===== config.mk =====
export PLATFORM = sky130hd
export DESIGN_NAME = clock_display_scan
export DESIGN_NICKNAME = d
export VERILOG_FILES = /design/src/rtl/clock_display_scan.sv
export SDC_FILE = /design/constraint.sdc
export NUM_CORES = 1
export LEC_CHECK = 0
export ABC_AREA = 1
export ABC_CLOCK_PERIOD_IN_PS = 5200
export CAP_MARGIN = 10
export CORE_ASPECT_RATIO = 0.8
export CORE_MARGIN = 2
export CORE_UTILIZATION = 45
export CTS_CLUSTER_DIAMETER = 30
export DETAILED_ROUTE_END_ITERATION = 16
export PLACE_DENSITY = 0.66
export SYNTH_ARGS = -nofsm -noshare
export SYNTH_HDL_FRONTEND = slang
export SYNTH_SLANG_ARGS = --single-unit
export TNS_END_PERCENT = 1

===== constraint.sdc =====
create_clock -name clk -period 5.2 [get_ports clk]
set_input_delay 0.78 -clock clk [delete_from_list [all_inputs] [get_ports clk]]
set_output_delay 0.78 -clock clk [all_outputs]
set_load 0.02 [all_outputs]

===== src/rtl/clock_display_scan.sv =====
// Six-digit multiplexed 7-segment scanner for an hh:mm:ss twelve-hour clock.
// Optional build macro: CLOCK_DISPLAY_LEADING_BLANK_EN blanks a zero hour-tens digit.
module clock_display_scan #(
    parameter int SCAN_DIV = 1000
) (
    input  logic       clk,
    input  logic       reset,
    input  logic       pm,
    input  logic [7:0] hh,
    input  logic [7:0] mm,
    input  logic [7:0] ss,
    output logic [5:0] an,
    output logic [6:0] seg,
    output logic       dp,
    output logic       frame_start,
    output logic       bcd_err
);

    localparam int PW = (SCAN_DIV > 2) ? $clog2(SCAN_DIV) : 1;
    localparam logic [PW-1:0] PLAST = PW'(SCAN_DIV - 1);

    typedef struct packed {
        logic       pm;
        logic [7:0] hh;
        logic [7:0] mm;
        logic [7:0] ss;
    } snap_t;

    logic [PW-1:0] presc;
    logic [2:0]    d;
    snap_t         snap;
    snap_t         live;
    snap_t         view;
    logic          load;
    logic [3:0]    nib;
    logic [6:0]    dig_seg;
    logic          dig_dp;

    assign live = {pm, hh, mm, ss};
    assign load = (presc == '0) && (d == 3'd0);
    // Forward the inputs on the load edge so digit 0 of a new frame never shows stale data.
    assign view = load ? live : snap;

    always_comb begin
        nib = 4'd0;
        case (d)
            3'd0:    nib = view.hh[7:4];
            3'd1:    nib = view.hh[3:0];
            3'd2:    nib = view.mm[7:4];
            3'd3:    nib = view.mm[3:0];
            3'd4:    nib = view.ss[7:4];
            3'd5:    nib = view.ss[3:0];
            default: nib = 4'd0;
        endcase
    end

    always_comb begin
        dig_seg = 7'b1111110;
        case (nib)
            4'd0:    dig_seg = 7'b0000001;
            4'd1:    dig_seg = 7'b1001111;
            4'd2:    dig_seg = 7'b0010010;
            4'd3:    dig_seg = 7'b0000110;
            4'd4:    dig_seg = 7'b1001100;
            4'd5:    dig_seg = 7'b0100100;
            4'd6:    dig_seg = 7'b0100000;
            4'd7:    dig_seg = 7'b0001111;
            4'd8:    dig_seg = 7'b0000000;
            4'd9:    dig_seg = 7'b0000100;
            default: dig_seg = 7'b1111110;
        endcase
`ifdef CLOCK_DISPLAY_LEADING_BLANK_EN
        if (d == 3'd0 && nib == 4'd0)
            dig_seg = 7'b1111111;
`endif
    end

    // Colon dots on digits 1 and 3 follow the seconds LSB; digit 5 dot marks PM.
    always_comb begin
        dig_dp = 1'b1;
        if (d == 3'd1 || d == 3'd3)
            dig_dp = view.ss[0];
        else if (d == 3'd5)
            dig_dp = ~view.pm;
    end

    always_ff @(posedge clk) begin
        if (reset) begin
            presc       <= '0;
            d           <= 3'd0;
            snap        <= '0;
            an          <= 6'b111111;
            seg         <= 7'b1111111;
            dp          <= 1'b1;
            frame_start <= 1'b0;
            bcd_err     <= 1'b0;
        end else begin
            if (presc == PLAST) begin
                presc <= '0;
                d     <= (d == 3'd5) ? 3'd0 : d + 3'd1;
            end else begin
                presc <= presc + 1'b1;
            end
            if (load)
                snap <= live;
            frame_start <= load;
            bcd_err     <= 1'b0;
            // Outputs refresh once per digit, so bcd_err fires once per bad digit per frame.
            if (presc == '0) begin
                an      <= ~(6'b100000 >> d);
                seg     <= dig_seg;
                dp      <= dig_dp;
                bcd_err <= (nib > 4'd9);
            end
        end
    end

endmodule


==> metrics.md <==
| Metric | Value |
|---|---|
| DRC | `0` |
| Setup violations, final | `0` |
| Postcts setup bufs | `0` |
| All-Layer GR Usage | `21.11%` |
| Share of cells above drive strength 1 | `7.143%` |
| Clock Power Share | `27.3%` |
| Antenna cell count | `0` |
| FF+latch count, synth | `54` |
| Int Pwr | `0.7323 mW` |
| Hold_buf cts | `0` |
| Min cycle time layout | `2.951 ns` |
| Rel. slew slack | `33.00%` |
| Startpoint Class | `flop` |
| Site Rows | `26` |
| Worst-skew pair later-pin latency | `0.31 ns` |
| First-pass GRT wire length | `11600 µm` |
| Count leader, synth | `nand2_1` |
| Synth async-reset ratio | `0%` |
| Syn avg cell area | `6.840 µm²` |
| Fin crit share | `56.75%` |
| WP data required | `5.46 ns` |
| Hold Vio Cnt, Final | `0` |
| Detailed-router iteration count before antenna repair | `5` |
| CTS-repair resized insts | `0` |
| CP arrival | `3.21 ns` |
| RSZ-0062 raised after global routing | `no` |
| Commonest cells post-synth | `nand2_1 (88), inv_1 (78), dfxtp_1 (54)` |
| Worst Tran Pin Value | `0.9973 ns` |
| Crit Path Max Fanout | `22` |
| CTS max path bufs | `2` |
| Clock slew at reported path FFs | `0.10 ns` |
| IR drop worst, VDD | `0.2048 mV` |
| Post-DRT Antenna Nets | `0` |
| Worst min path class | `flop to flop` |
| Outcome | `completed` |
| EDFF count, synth | `0` |
| Final net count | `499` |
| DR iter-0 viols | `152` |
| Number of global-route vias before repair | `2438` |
| Gp weighted congestion | `0.9106` |
| Setup Total Neg Slack | `0 ns` |
| Core Util, Final | `55.12%` |
| Num ports | `43` |
| Switching Fraction | `31.31%` |
| Initial antenna violation count | `0` |
| Power share of the combinational group | `28.1%` |
| DR vias | `2658` |
| PortBufs | `42` |
| Distinct cells, synth | `35` |
| Synth Instances | `422` |
| Max-cap viol count | `0` |
| Reg power frac | `44.6%` |
| DP HPWL | `5075 µm` |
| NetSw | `0.3339 mW` |
| Mapped Nets | `459` |
| Pwr/cell area | `306.5 nW/µm²` |
| Fraction of the yosys area taken by sequential cells | `37.45%` |
| Total grt overflow | `0` |
| Maximum level of the CTS H-tree | `2` |
| Area contributors post-synth | `dfxtp_1 (37%), nand2_1 (11%), inv_1 (10%)` |
| Die Height | `75.64 µm` |
| Warnings from Yosys | `0` |
| Placed inst area | `3366 µm²` |
| TritonCTS clock tree | `built` |
| Largest net degree at the start of global routing | `24` |
| Vias/cell | `4.868` |
| Fin cells | `546` |
| Die X | `93.55 µm` |
| Placed cells | `539` |
| CTS Buf Count | `5` |
| Post-layout total power | `1.066 mW` |
| Clk sinks | `54` |
| Main synth FF type | `dfxtp_1` |
| Clk_skew | `0.008226 ns` |
| Initial Util | `45.74%` |
| Synth area leader | `dfxtp_1` |
| Average wire per standard cell | `12.64 µm` |
| Root Buffer | `clkbuf_8` |
| DIE AREA | `7075 µm²` |
| Slew Limit Fails | `0` |
| Yosys top cell area share | `37.45%` |
| Fmax achieved | `338.9 MHz` |
| Fin area | `3478 µm²` |
| Cell Area, Synth | `2887 µm²` |
| Area growth from synthesis to layout | `20.50%` |
| Leakage | `1.669 nW` |
| Type of the worst setup path | `flop to flop` |
| Setup crit end kind | `flop` |
| CORE AREA | `6311 µm²` |
| Post-Route WL | `6899 µm` |
## sequential cells by signal, summed over array words and instances (netlist names)
name,cells
bcd_err,1
presc,10
d,3
snap,25
an,6
dp,1
frame_start,1
seg,7
## layer usage
layer | global-route usage (%) | vias to the layer above | routed length, µm
li1 | - | 1399 | -
met1 | 30.34 | 1179 | 3474
met2 | 30.94 | 66 | 2831
met3 | 5.539 | 14 | 451
met4 | 7.246 | 0 | 141
met5 | 0 | - | 0
## through the flow
stage	worst slack, ns	hold WS [ns]
2_1_floorplan	2.975	0.4173
3_3_place_gp	2.355	0.4349
3_5_place_dp	2.308	0.4354
4_1_cts	2.281	0.4542
5_1_grt	1.871	0.4825
6_report	2.249	0.4463
## layout make-up
type | count | area [µm²]
fill | 638 | 2833
multi-input combinational | 273 | 1429
sequential | 54 | 1081
timing repair buffer | 44 | 435.4
inverter | 84 | 315.3
tap | 84 | 105.1
clock buffer | 6 | 82.58
clock inverter | 1 | 30.03
## power by group through the flow
stage          Sequential [mW]  Combinational (mW)  Clock (mW)
6_report                 0.475               0.300       0.291
5_1_grt                  0.481               0.343       0.312
4_1_cts                  0.476               0.300       0.299
3_5_place_dp             0.485               0.298           0
3_3_place_gp             0.484               0.295           0
2_1_floorplan            0.505               0.184           0
## kinds of logic after synthesis
logic type               after synthesis  share of synthesized area (%)
AO/OA/AOI/OAI                         44                          8.582
adder cells (fa/ha/maj)               10                          4.335
buffers and inverters                 95                          13.05
flip-flops                            54                          37.45
multiplexers                           1                         0.3901
AND/OR/NAND/NOR                      218                          36.19
## worst max-delay path: stages, from the launching register on
cell,delay [ns]
dfxtp_1,0.40
nor3_4,0.75
nand3_2,0.48
nand2_1,0.20
nand3_1,0.08
nand2_1,0.10
nor2_1,0.05
nand2_1,0.16
inv_1,0.13
ha_1,0.24
nand3_2,0.09
nand2_1,0.05
nand2_1,0.09
nand2_1,0.06
nand2_1,0.05
## cells in the final DEF, fill, tap and decap left out, types with 2 or more instances in the layout
| cell type | n |
|---|---|
| nand2_4 | 2 |
| clkbuf_8 | 6 |
| dfxtp_1 | 54 |
| nand3_2 | 2 |
| nor2_4 | 2 |
| or2_1 | 3 |
| buf_4 | 2 |
| inv_2 | 6 |
| ha_1 | 10 |
| o21a_1 | 2 |
| nor3_1 | 9 |
| nor2_8 | 2 |
| inv_1 | 78 |
| nand3_1 | 34 |
| a21oi_1 | 19 |
| o211ai_1 | 2 |
| nand4_1 | 18 |
| clkdlybuf4s50_1 | 42 |
| nand2_1 | 88 |
| o21ai_0 | 15 |
| nor2_1 | 49 |
| a31oi_1 | 2 |
| nand2_2 | 3 |
| nor2_2 | 2 |
## worst paths after layout
kind,from,slack [ns],endpoint,depth (start not counted)
worst min register to register,presc[0],0.45,presc[0],1
worst min-delay path,presc[0],0.45,presc[0],1
worst max register to register,d[1],2.25,seg[2],14
worst max-delay path,d[1],2.25,seg[2],14
(Power assumes the default switching activity.)
